## src/rtl/nes_pkg.sv

```systemverilog
// ---------------------------------------------------------------------------
// nes_pkg
// Shared definitions for the NES controller poller: FSM state encoding,
// button bit positions within the 8-bit button word, and a helper that
// sizes the half-period/latch timing counter.
// ---------------------------------------------------------------------------
package nes_pkg;

  localparam int NES_NUM_BTNS = 8;

  // Bit positions in the button word, in the order the pad shifts them out.
  localparam int BTN_A      = 0;
  localparam int BTN_B      = 1;
  localparam int BTN_SELECT = 2;
  localparam int BTN_START  = 3;
  localparam int BTN_UP     = 4;
  localparam int BTN_DOWN   = 5;
  localparam int BTN_LEFT   = 6;
  localparam int BTN_RIGHT  = 7;

  typedef enum logic [2:0] {
    IDLE,
    LATCH,
    LO,
    HI,
    DONE
  } nes_state_e;

  // The longest interval the timing counter must hold is the latch pulse,
  // 2*half_cyc cycles, loaded as 2*half_cyc-1.
  function automatic int tick_width(input int half_cyc);
    return $clog2(2 * half_cyc);
  endfunction

endpackage : nes_pkg

```

## src/rtl/nes_tick_gen.sv

```systemverilog
// ---------------------------------------------------------------------------
// nes_tick_gen
// Loadable down-counter that times the latch pulse and each nes_clk
// half-period. Loading N makes tc rise after N+1 cycles in the loaded state,
// so a segment of L cycles is started by loading L-1.
//
// Ports
//   clk       system clock, rising edge
//   reset     asynchronous active-high reset
//   load      load load_val this cycle (takes priority over counting)
//   load_val  value to load
//   tc        terminal count: counter is zero
// ---------------------------------------------------------------------------
module nes_tick_gen #(
  parameter int W = 3
) (
  input  logic         clk,
  input  logic         reset,
  input  logic         load,
  input  logic [W-1:0] load_val,
  output logic         tc
);

  logic [W-1:0] cnt;

  // NOTE: sequential state is written only with non-blocking assignments so
  // every flop samples pre-edge values regardless of block evaluation order.
  always_ff @(posedge clk or posedge reset) begin
    if (reset) begin
      cnt <= '0;
    end else if (load) begin
      cnt <= load_val;
    end else if (cnt != '0) begin
      cnt <= cnt - W'(1);
    end
  end

  assign tc = (cnt == '0);

endmodule : nes_tick_gen

```

## src/rtl/nes_poll_ctrl.sv

```systemverilog
// ---------------------------------------------------------------------------
// nes_poll_ctrl
// Polls an NES pad shift register: strobes nes_latch, clocks out eight
// button bits on nes_clk, and presents the active-high button word with a
// one-cycle valid pulse. Frames start automatically every POLL_CYC idle
// cycles or immediately on poll_req.
//
// Frame timing from LATCH entry: 2*HALF_CYC latch cycles, then per bit
// HALF_CYC cycles low and HALF_CYC cycles high, then one DONE cycle:
// 18*HALF_CYC+1 cycles in total. Data is sampled on the last low cycle of
// each bit, i.e. just before the rising nes_clk edge shifts the pad.
//
// All outputs are registered and change together with the state register,
// so nes_latch/nes_clk are glitch-free and never high at once.
//
// Optional build macro: NES_POLL_DEBOUNCE_EN -- when defined, a frame only
// updates buttons (and pulses valid) if it matches the previous frame.
//
// Ports
//   clk         system clock, rising edge
//   reset       asynchronous active-high reset
//   poll_req    one-cycle request for an immediate poll (ignored while busy)
//   nes_data_n  serial button data from the pad, active-low
//   nes_latch   latch strobe to the pad, active-high
//   nes_clk     shift clock to the pad, idle low
//   buttons     [0]A [1]B [2]Select [3]Start [4]Up [5]Down [6]Left [7]Right
//   valid       one-cycle pulse when buttons updates
//   busy        high while a frame is in progress
// ---------------------------------------------------------------------------
module nes_poll_ctrl
  import nes_pkg::*;
#(
  parameter int HALF_CYC = 6,
  parameter int POLL_CYC = 20000
) (
  input  logic                    clk,
  input  logic                    reset,
  input  logic                    poll_req,
  input  logic                    nes_data_n,
  output logic                    nes_latch,
  output logic                    nes_clk,
  output logic [NES_NUM_BTNS-1:0] buttons,
  output logic                    valid,
  output logic                    busy
);

  localparam int TW = tick_width(HALF_CYC);
  localparam int PW = $clog2(POLL_CYC);
  localparam int IW = $clog2(NES_NUM_BTNS);

  localparam logic [TW-1:0] LATCH_LOAD = TW'(2 * HALF_CYC - 1);
  localparam logic [TW-1:0] HALF_LOAD  = TW'(HALF_CYC - 1);
  localparam logic [PW-1:0] POLL_LAST  = PW'(POLL_CYC - 1);
  localparam logic [IW-1:0] LAST_BIT   = IW'(BTN_RIGHT);

  nes_state_e              state;
  logic [PW-1:0]           poll_cnt;
  logic [IW-1:0]           bit_idx;
  logic [NES_NUM_BTNS-1:0] shift_q;
`ifdef NES_POLL_DEBOUNCE_EN
  logic [NES_NUM_BTNS-1:0] prev_q;
`endif

  logic          start;
  logic          tick_load;
  logic [TW-1:0] tick_val;
  logic          tick_tc;

  // A frame starts from IDLE on terminal count or request; both together
  // still produce a single start since only one transition can occur.
  // NOTE: every always_comb output gets a default first so no path can
  // leave it unassigned and infer a latch.
  always_comb begin
    start     = 1'b0;
    tick_load = 1'b0;
    tick_val  = HALF_LOAD;
    if (state == IDLE) begin
      start = poll_req || (poll_cnt == POLL_LAST);
    end
    if (start) begin
      tick_load = 1'b1;
      tick_val  = LATCH_LOAD;
    end else if ((state == LATCH || state == LO || state == HI) && tick_tc) begin
      tick_load = 1'b1;
    end
  end

  nes_tick_gen #(
    .W (TW)
  ) u_tick (
    .clk      (clk),
    .reset    (reset),
    .load     (tick_load),
    .load_val (tick_val),
    .tc       (tick_tc)
  );

  always_ff @(posedge clk or posedge reset) begin
    if (reset) begin
      state     <= IDLE;
      poll_cnt  <= '0;
      bit_idx   <= '0;
      shift_q   <= '0;
      nes_latch <= 1'b0;
      nes_clk   <= 1'b0;
      buttons   <= '0;
      valid     <= 1'b0;
      busy      <= 1'b0;
`ifdef NES_POLL_DEBOUNCE_EN
      prev_q    <= '0;
`endif
    end else begin
      valid <= 1'b0;
      case (state)
        IDLE: begin
          if (start) begin
            state     <= LATCH;
            nes_latch <= 1'b1;
            busy      <= 1'b1;
            poll_cnt  <= '0;
          end else begin
            poll_cnt  <= poll_cnt + PW'(1);
          end
        end
        LATCH: begin
          if (tick_tc) begin
            state     <= LO;
            nes_latch <= 1'b0;
            bit_idx   <= '0;
          end
        end
        LO: begin
          if (tick_tc) begin
            shift_q[bit_idx] <= ~nes_data_n;
            state            <= HI;
            nes_clk          <= 1'b1;
          end
        end
        HI: begin
          if (tick_tc) begin
            nes_clk <= 1'b0;
            if (bit_idx == LAST_BIT) begin
              state <= DONE;
              // Buttons and valid are loaded on DONE entry so they appear
              // during the DONE cycle, aligned with the state.
`ifdef NES_POLL_DEBOUNCE_EN
              if (shift_q == prev_q) begin
                buttons <= shift_q;
                valid   <= 1'b1;
              end
              prev_q <= shift_q;
`else
              buttons <= shift_q;
              valid   <= 1'b1;
`endif
            end else begin
              bit_idx <= bit_idx + IW'(1);
              state   <= LO;
            end
          end
        end
        DONE: begin
          state <= IDLE;
          busy  <= 1'b0;
        end
        default: begin
          state <= IDLE;
        end
      endcase
    end
  end

endmodule : nes_poll_ctrl

```

## config.mk

```make
export PLATFORM = sky130hd
export DESIGN_NAME = nes_poll_ctrl
export DESIGN_NICKNAME = d
export VERILOG_FILES = /design/src/rtl/nes_pkg.sv /design/src/rtl/nes_tick_gen.sv /design/src/rtl/nes_poll_ctrl.sv
export SDC_FILE = /design/constraint.sdc
export NUM_CORES = 1
export LEC_CHECK = 0
export ABC_AREA = 1
export CAP_MARGIN = 20
export CORE_MARGIN = 5
export CORE_UTILIZATION = 28
export DETAILED_ROUTE_END_ITERATION = 7
export HOLD_SLACK_MARGIN = 0.1
export SLEW_MARGIN = 0
export SYNTH_ARGS = -nofsm -noshare
export SYNTH_HDL_FRONTEND = slang
export SYNTH_SLANG_ARGS = --single-unit
export TNS_END_PERCENT = 100
```

## constraint.sdc

```tcl
create_clock -name clk -period 3.45 [get_ports clk]
set_input_delay 1.035 -clock clk [delete_from_list [all_inputs] [get_ports clk]]
set_output_delay 1.035 -clock clk [all_outputs]
set_load 0.01 [all_outputs]
```

== Yosys cells after proc, flatten, opt, wreduce, memory -nomap -nowiden ==
Cells that the tools add are included.

* Register bits after elaboration: 45
* Input port bits: 4
* Output and inout bits: 12
* Logic and storage cells: 76

* $add $sub $neg: 3
* $lt $le $gt $ge: 2
* Eq/ne operators: 11
* Mux-type cells: 29
* Bitwise gates (word level): 1
* Reductions and logical operators: 20

{| class="wikitable"
|+ Operators with widths
! kind !! count
|-
| $mux W3 || 8
|-
| $add A15 B1 Y15 const B || 1
|-
| $eq A15 B15 Y1 const B || 1
|-
| $mux W15 || 1
|-
| $mux W4 || 3
|-
| $pmux W3 S4 || 1
|-
| $mux W1 || 10
|-
| $ne A2 B2 Y1 const B || 5
|-
| $reduce_bool A2 Y1 || 5
|-
| $reduce_and A3 Y1 || 3
|-
| $bwmux W8 || 1
|-
| $reduce_and A4 Y1 || 2
|-
| $eq A3 B2 Y1 const B || 2
|-
| $eq A3 B3 Y1 const B || 2
|-
| $pmux W1 S2 || 3
|-
| $pmux W3 S2 || 1
|-
| $logic_not A4 Y1 || 1
|-
| $lt A3 B4 Y1 const B || 1
|-
| $reduce_and A2 Y1 || 2
|-
| $reduce_bool A4 Y1 || 1
|-
| $sub A4 B1 Y4 const B || 1
|-
| $add A3 B1 Y3 const B || 1
|-
| $demux W1 S3 || 1
|-
| $eq A3 B1 Y1 const B || 1
|-
| 5 further kinds || 8
|}

== Longest topological paths before layout ==
Gate-level depths: netlist (run 1).

* Depth in word-level cells: 7
* Gate-level depth with buffers: 11
* Depth with buffers taken out: 11

== By module ==
A second synthesis (run 1) with hierarchy kept.

* Cell total of the unflattened synthesis: 307
* Area total of the unflattened synthesis: 2423.6 um2

{| class="wikitable"
|+ By module, submodules not included
! module !! instances !! cells each !! area an instance (um2) !! seq. area each (um2)
|-
| nes_poll_ctrl || 1 || 269 || 2164.6 || 1026.0
|-
| nes_tick_gen || 1 || 38 || 259.0 || 100.1
|}

== Least setup slack after synthesis (run 1) ==
No wires, ideal clock.

* Path kind: input-to-reg
* From: input poll_req
* To: register u_tick.cnt[1]
* Library setup time: 0.134 ns
* Arrival time: 1.446 ns
* Required time: 3.316 ns
* Path slack: 1.870 ns
* Stages: 5
* Path buffers: 1
* Path through: inv_1 nand2_1 nand2_2 buf_6 o311ai_1

* Word-level cells in the longest chain between the ends: 4
* Elaborated cells on any way between the ends: 6
* Classes of those cells: 4 x mux; 2 x reduce/logical

{| class="wikitable"
|+ Ends and longest elaborated chain
! item !! RTL line !! source
|-
| start: declaration || nes_poll_ctrl.sv:38 || <nowiki>input logic poll_req,</nowiki>
|-
| $logic_or A1 B1 Y1 * || nes_poll_ctrl.sv:78 || <nowiki>start = poll_req || (poll_cnt == POLL_LAST);</nowiki>
|-
| $mux W1 * || nes_poll_ctrl.sv:77 || <nowiki>if (state == IDLE) begin</nowiki>
|-
| $mux W4 or $mux W1 (tied branches) || nes_poll_ctrl.sv:80 || <nowiki>if (start) begin</nowiki>
|-
| $mux W4 or $reduce_bool A2 Y1 (tied branches) || -- ||
|-
| end signal: assignment || nes_tick_gen.sv:32 || <nowiki>cnt <= load_val;</nowiki>
|-
| end signal: assignment || nes_tick_gen.sv:34 || <nowiki>cnt <= cnt - W'(1);</nowiki>
|-
| end: declaration || nes_tick_gen.sv:24 || <nowiki>logic [W-1:0] cnt;</nowiki>
|}

Every way passes the cells marked *; elsewhere a longest branch is shown, timed or not.
A chain may end at the register's enable or synchronous reset.

== Worst setup path in the final report (run 1) ==
* From: register buttons[3]
* To: output buttons[3]

{| class="wikitable"
|+ RTL lines
! item !! RTL line !! source
|-
| start: declaration || nes_poll_ctrl.sv:42 || <nowiki>output logic [NES_NUM_BTNS-1:0] buttons,</nowiki>
|-
| start signal: assignment || nes_poll_ctrl.sv:153 || <nowiki>buttons <= shift_q;</nowiki>
|}

No word-level cell between the ends.

==> results of run 1 <==
-- per-layer routing --
layer,share of wire [%],wire (µm)
met1,47,1990
met2,49,2080
met3,2.8,119
met4,1.5,64
met5,0,0
-- layout by cell type, fill, tap and decap left out, types with 6 or more instances in the layout --
cell type,netlist,routed
o21ai_1,9,9
nand3_1,17,17
nand2_1,79,79
nor3_1,6,6
inv_2,6,6
clkdlybuf4s50_1,0,15
inv_1,30,29
o21ai_0,11,11
dfrtp_1,45,45
nor2_1,30,30
nor2_4,6,6
-- per-stage QoR --
| stage | utilization (%) | power (mW) | setup slack (ps) | hold WS (ps) |
|---|---|---|---|---|
| 3_3_place_gp | 31.7 | 0.561 | 1290 | 463 |
| 3_5_place_dp | 31.7 | 0.561 | 1260 | 464 |
| 6_report | 33.4 | 1.02 | 1210 | 482 |
| 4_1_cts | 33.4 | 1.04 | 1170 | 490 |
| 5_1_grt | 33.4 | 1.05 | 1140 | 505 |
| 2_1_floorplan | - | 0.550 | 1360 | 442 |
-- cell families (layout without fill, tap and decap cells) --
logic type / count (synthesis) / after routing / synth area share, %
simple gates: 154 / 154 / 32.4
flops: 45 / 45 / 49.2
buf+inv: 41 / 63 / 7.71
compound gates: 28 / 28 / 6.95
fa+ha+maj: 4 / 4 / 2.19
xor+xnor: 4 / 4 / 1.53
-- layout make-up --
| cell class | count | area, µm² | share of cell area [%] |
|---|---|---|---|
| clock inverter | 3 | 65.1 | 2.41 |
| tap | 105 | 131 | 4.87 |
| clock buffer | 5 | 68.8 | 2.55 |
| multi-input combinational | 190 | 985 | 36.5 |
| timing repair buffer | 16 | 170 | 6.30 |
| inverter | 39 | 154 | 5.70 |
| sequential | 45 | 1130 | 41.7 |
-- flip-flops by register name (all words and copies together), names as in the netlist, 3 cells and up --
| name | count |
|---|---|
| bit_idx | 3 |
| state | 3 |
| poll_cnt | 15 |
| u_tick.cnt | 4 |
| shift_q | 8 |
| buttons | 8 |
-- path summary, 6_finish.rpt --
path | start | to | slack, ps | cells past startpoint
max in group asynchronous | reset | buttons[0] | 1800 | 3
setup reg to reg | poll_cnt[0] | poll_cnt[4] | 1770 | 10
min in group asynchronous | reset | poll_cnt[4] | 1120 | 2
hold / removal | shift_q[1] | buttons[1] | 480 | 2
setup / recovery | buttons[3] | buttons[3] | 1210 | 1
hold reg to reg | shift_q[1] | buttons[1] | 480 | 2
-- power by group through the flow --
stage / registers, mW / clock network, mW / logic, mW
4_1_cts: 0.530 / 0.486 / 0.0212
6_report: 0.530 / 0.470 / 0.0199
3_5_place_dp: 0.540 / 0 / 0.0210
5_1_grt: 0.530 / 0.501 / 0.0234
2_1_floorplan: 0.540 / 0 / 0.00995
3_3_place_gp: 0.540 / 0 / 0.0210
==> impl_metrics.yaml, run 1 <==
die:
  core_area_um2: 8090
  rows: 33
  io_pins: 16
  dieHeight_um: 100
  die_x_um: 100
  die_area_um2: 10100
  start_util_pct: 28.3
synth:
  ys_warn_count: 0
  yosys-top-cells-count: "79 x nand2_1, 45 x dfrtp_1, 30 x inv_1, 30 x nor2_1, 17 x nand3_1"
  ys_types: 30
  synth-seq-cells: 45
  synthTopCellsByArea: "dfrtp_1 49%, nand2_1 13%, inv_1 4.9%"
  yosysMostFrequentCell: "nand2_1"
  syn-num-nets: 284
  synth-edff-count: 0
  async_flop_share_pct: 100
  synth.top_cell.area_share_pct: 49.2
  yosysTopAreaCell: "dfrtp_1"
  ys_seq_area_share_pct: 49.2
  postSynthCellCount: 276
  syn_avg_cell_area_um2: 8.29
  synth_area_um2: 2290
  synth_ff_type: "dfrtp_1"
place:
  dp_hpwl_um: 3150
  placed_cells: 395
  dpl-instance-area_um2: 2570
  globalplace.congestion: 0.773
  portBuffers: 15
sta:
  finalCritPeriodShare_pct: 65.0
  fin_crit_ps: 2240
  skew_ps: 2.78
  fmax_ghz: 0.446
  final.setup.tns_ps: 0
  drv_slew: 0
  hold_viol_final: 0
  tightest_slew_ps: 845
  finalSetupViolCount: 0
  rsz0062_at_grt: "no"
  relSlewSlack_pct: 43.3
setup_path:
  worst_path_largest_cell_delay_ps: 540
  arrival_ps: 1210
  path_cells: "clkdlybuf4s50_1"
  cp.buffers_inverters: 1
  start_kind: "flop"
  path_max_fanout: 2
  critPathTopFamily: "buffers and inverters"
  cpMaxStageDelayCell: "clkdlybuf4s50_1"
  crit_required_ps: 2410
  critPathKind: "flop to output pin"
  endpoint_kind: "output pin"
power:
  p_int_mw: 0.823
  p_leak_nw: 1.31
  ir_drop_v: 0.000184
  switching_share_pct: 19.3
  power_density_nw_per_um2: 377
  power_frac_comb_pct: 1.9
  power_frac_seq_pct: 52.0
  p_sw_mw: 0.196
  p_clk_share_pct: 46.1
clock_network:
  clock-sinks: 45
  cts_buffers: 5
  clk_latency_ps: 300
  cts.reportedPaths.clkPinSlew_ps: 80
  clockBufferDepth: 2
  holdBufCountCts: 0
  cts.repair.resized: 0
  cts_tree: "done"
  cts_root_buffer: "clkbuf_8"
  cts_setup_buffers: 0
  htreeDepth: 2
finish:
  drive_gt1_share_pct: 14.1
  areaGrowthSynthToFinish_pct: 18.1
  antenna_cells: 0
  design_area_um2: 2700
  final_net_count: 305
  nFillCells: 864
  fin_cells: 403
worst_hold_path:
  hp-class: "flop to flop"
global_routing:
  grt_max_degree: 25
  antenna_found_initial: 0
  gr-total-overflow: 0
  top_usage_layer: "met2"
  grt_pass1_wl_um: 7500
  grt_pass1_vias: 1713
  met1_usage_pct: 11.3
  grt_usage_pct: 9.17
  grtUsageMet3_pct: 2.08
  grtUsageMet2_pct: 15.7
detailed_routing:
  drtAntennaViolNets: 0
  wl_per_cell_um: 10.5
  first_iter_violations: 69
  first_pass_iters: 4
  viasPerCell: 4.31
  finalWirelength_um: 4250
  drc_errors: 0
  dr_total_vias: 1736
run_status:
  outcome: "completed"
run:
  maxCapViolCount: 0
Note: power is estimated with default switching activity, not from simulation.
==> run 2, diff against run 1 <==
Clock period 3.45 ns to 2.05 ns, I/O delays scaled along.
==> impl_metrics.yaml, run 2 (same netlist as run 1, synthesis figures left out) <==
run:
  maxCapViolCount: 0
setup_path:
  cp.buffers_inverters: 1
  cpMaxStageDelayCell: "clkdlybuf4s50_1"
  reg2reg_from: "poll_cnt[0]"
  crit_required_ps: 1430
  rrSetupSlack_ps: 360
  path_depth: 1
  rr_endpoint: "poll_cnt[3]"
  critical_path.startpoint: "busy"
  worst_path_largest_cell_delay_ps: 550
  crit_path_end: "busy"
  critPathKind: "flop to output pin"
  start_kind: "flop"
  endpoint_kind: "output pin"
  path_max_fanout: 2
  arrival_ps: 1200
  reg2reg_depth: 10
  critPathTopFamily: "buffers and inverters"
  path_cells: "clkdlybuf4s50_1"
sta:
  finalSetupViolCount: 0
  skew_ps: 8.54
  hold_viol_final: 0
  drv_slew: 0
  relSlewSlack_pct: 74.5
  rsz0062_at_grt: "no"
  final.setup.tns_ps: 0
  tightest_slew_ps: 382
  fin_crit_ps: 1820
  fmax_ghz: 0.550
  finalCritPeriodShare_pct: 88.7
die:
  core_area_um2: 8090
  die_area_um2: 10100
  rows: 33
  io_pins: 16
  die_x_um: 100
  dieHeight_um: 100
  start_util_pct: 28.3
global_routing:
  grt_max_degree: 25
  grt_pass1_wl_um: 7820
  antenna_found_initial: 0
  grt_usage_pct: 9.34
  gr-total-overflow: 0
  grt_pass1_vias: 1821
detailed_routing:
  wl_per_cell_um: 10.1
  viasPerCell: 4.28
  drc_errors: 0
  first_iter_violations: 36
  finalWirelength_um: 4100
  dr_total_vias: 1734
  drtAntennaViolNets: 0
  first_pass_iters: 4
power:
  power_frac_seq_pct: 52.4
  p_total_mw: 1.70
  p_clk_share_pct: 45.7
  power_density_nw_per_um2: 629
  p_leak_nw: 1.32
  p_int_mw: 1.38
  p_sw_mw: 0.317
  ir_drop_v: 0.000302
  switching_share_pct: 18.6
  power_frac_comb_pct: 1.9
finish:
  areaGrowthSynthToFinish_pct: 18.2
  layout_commonest_cell: "nand2_1"
  reg_top3: "poll_cnt: 15 flops, buttons: 8 flops, shift_q: 8 flops"
  largest_register_ffs: 15
  drive_gt1_share_pct: 14.7
  antenna_cells: 0
  regMostFlops: "poll_cnt"
  layout_common_cells: "79 x nand2_1, 45 x dfrtp_1, 30 x nor2_1"
  final_net_count: 307
place:
  dp_hpwl_um: 3160
  portBuffers: 15
  globalplace.congestion: 0.769
clock_network:
  cts.repair.resized: 0
  clock-sinks: 45
  holdBufCountCts: 0
  cts_tree: "done"
  cts.reportedPaths.clkPinSlew_ps: 90
  htreeDepth: 2
  cts_buffers: 5
  cts_root_buffer: "clkbuf_8"
  cts_setup_buffers: 0
  clockBufferDepth: 2
  clk_latency_ps: 300
worst_hold_path:
  hp-class: "flop to flop"
run_status:
  outcome: "completed"
[run 2: layout make-up]
type,count,area [µm²]
Timing Repair Buffer,18,173
Inverter,39,154
Tap cell,105,131
Clock inverter,3,65.1
Clock buffer,5,68.8
Fill cell,874,5390
Multi-Input combinational cell,190,985
Sequential cell,45,1130
[run 2: power groups by stage]
stage	combinational (mW)	sequential, mW	clock, mW
after global routing	0.0381	0.892	0.835
final	0.0315	0.891	0.777
after detailed placement	0.0339	0.909	0
after floorplan	0.0167	0.909	0
after global placement	0.0336	0.909	0
after CTS	0.0338	0.891	0.807
[run 2: worst min-delay path by stage]
stage / from / to / slack [ps] / cells past startpoint
3_5_place_dp: shift_q[1] / buttons[1] / 470 / 2
5_1_grt: buttons[2] / buttons[2] / 510 / 2
2_1_floorplan: shift_q[0] / buttons[0] / 440 / 2
3_3_place_gp: shift_q[6] / buttons[6] / 460 / 2
4_1_cts: shift_q[3] / buttons[3] / 480 / 2
6_report: shift_q[3] / buttons[3] / 480 / 2
[run 2: through the flow]
step	setup slack [ps]	hold slack [ps]	instances	util (%)	area, µm²
6_report	232	476	405	33.4	2700
4_1_cts	198	484	405	33.4	2700
5_1_grt	128	514	405	33.4	2700
3_3_place_gp	308	463	397	31.7	2570
3_5_place_dp	275	466	397	31.7	2570
2_1_floorplan	376	442	276	-	2290
[run 2: layer usage]
| metal | routed length [µm] | global-route usage, % | vias up |
|---|---|---|---|
| met5 | 0 | 0 | - |
| met4 | 25 | 2.28 | 0 |
| met3 | 95 | 2.29 | 4 |
| met2 | 2030 | 15.9 | 13 |
| met1 | 1950 | 11.9 | 809 |
| li1 | - | - | 908 |
==> run 3, diff against run 2 <==
Settings changed: CORE_UTILIZATION 28 to 40.
==> impl_metrics.yaml, run 3 (same netlist as run 1, synthesis figures left out) <==
global_routing:
  grt_pass1_wl_um: 7600
  antenna_found_initial: 0
  grt_usage_pct: 12.7
  gr-total-overflow: 0
  grt_max_degree: 46
  grt_pass1_vias: 1717
finish:
  final_util_pct: 47.3
  areaGrowthSynthToFinish_pct: 14.5
  layout_common_cells: "79 x nand2_1, 45 x dfrtp_1, 30 x nor2_1"
  largest_register_ffs: 15
  layout_commonest_cell: "nand2_1"
  drive_gt1_share_pct: 14.7
  regMostFlops: "poll_cnt"
  reg_top3: "poll_cnt: 15 flops, buttons: 8 flops, shift_q: 8 flops"
  final_net_count: 306
  design_area_um2: 2620
  antenna_cells: 0
  fin_cells: 371
die:
  start_util_pct: 41.3
  dieHeight_um: 85.6
  io_pins: 16
  rows: 27
  die_area_um2: 7330
  core_area_um2: 5540
  die_x_um: 85.6
power:
  power_density_nw_per_um2: 557
  p_leak_nw: 1.29
  ir_drop_v: 0.000431
run_status:
  outcome: "completed"
setup_path:
  endpoint_kind: "output pin"
  critPathKind: "flop to output pin"
  path_cells: "clkdlybuf4s50_1"
  cpMaxStageDelayCell: "clkdlybuf4s50_1"
  cp.buffers_inverters: 1
  start_kind: "flop"
  critPathTopFamily: "buffers and inverters"
  path_max_fanout: 2
  worst_path_largest_cell_delay_ps: 540
  reg2reg_depth: 10
  crit_required_ps: 1430
  path_depth: 1
  arrival_ps: 1200
clock_network:
  cts_buffers: 5
  holdBufCountCts: 0
  clk_latency_ps: 290
  htreeDepth: 2
  cts.reportedPaths.clkPinSlew_ps: 80
  cts_setup_buffers: 0
  clockBufferDepth: 2
  cts.repair.resized: 0
  cts_root_buffer: "clkbuf_8"
  cts_tree: "done"
  clock-sinks: 45
place:
  placed_cells: 363
  portBuffers: 15
  dp_hpwl_um: 3120
  globalplace.congestion: 0.771
  dpl-instance-area_um2: 2530
detailed_routing:
  first_iter_violations: 39
  wl_per_cell_um: 11.3
  first_pass_iters: 4
  viasPerCell: 4.68
  finalWirelength_um: 4180
  dr_total_vias: 1737
  drc_errors: 0
  drtAntennaViolNets: 0
sta:
  tightest_slew_ps: 388
  finalSetupViolCount: 0
  relSlewSlack_pct: 74.1
  final.setup.tns_ps: 0
  fin_crit_ps: 1810
  hold_ws_ps: 480
  rsz0062_at_grt: "no"
  finalCritPeriodShare_pct: 88.3
  hold_viol_final: 0
  skew_ps: 3.30
  fmax_ghz: 0.552
  drv_slew: 0
worst_hold_path:
  min_delay_path_depth: 2
  hp-class: "flop to flop"
run:
  maxCapViolCount: 0
[run 3: per-layer routing]
metal  track usage [%]  wire length (µm)  vias to the layer above
li1                  -                 -                      907
met5                 0                 0                        -
met3              2.88               112                        2
met4              3.60                25                        0
met1              16.0              1980                      809
met2              21.9              2070                       19
[run 3: where the power goes]
group,total [mW],switching [mW],internal [mW]
clock network,0.535,0.300,0.236
logic,0.0333,0.0222,0.0111
registers,0.891,0.00152,0.890
total,1.46,0.323,1.14
[run 3: cell type report]
type                       instances  area [µm²]
fill                             570        2920
clock inverter                     3        17.5
tap                               72        90.1
multi-input combinational        190         985
sequential                        45        1130
timing repair buffer              17         178
inverter                          39         154
clock buffer                       5        68.8
[run 3: final timing paths]
| path | startpoint | endpoint | slack (ps) |
|---|---|---|---|
| max in group asynchronous | reset | buttons[5] | 1180 |
| worst min-delay path | shift_q[2] | buttons[2] | 480 |
| min in group asynchronous | reset | poll_cnt[3] | 660 |
| worst max-delay path | buttons[2] | buttons[2] | 240 |
| worst max register to register | poll_cnt[0] | poll_cnt[6] | 340 |
| worst min register to register | shift_q[2] | buttons[2] | 480 |
[run 3: stage by stage]
stage	setup WS, ps	total power, mW
floorplan	376	0.925
global placement	330	0.944
detailed placement	276	0.945
CTS	204	1.49
global route	170	1.53
finish	239	1.46
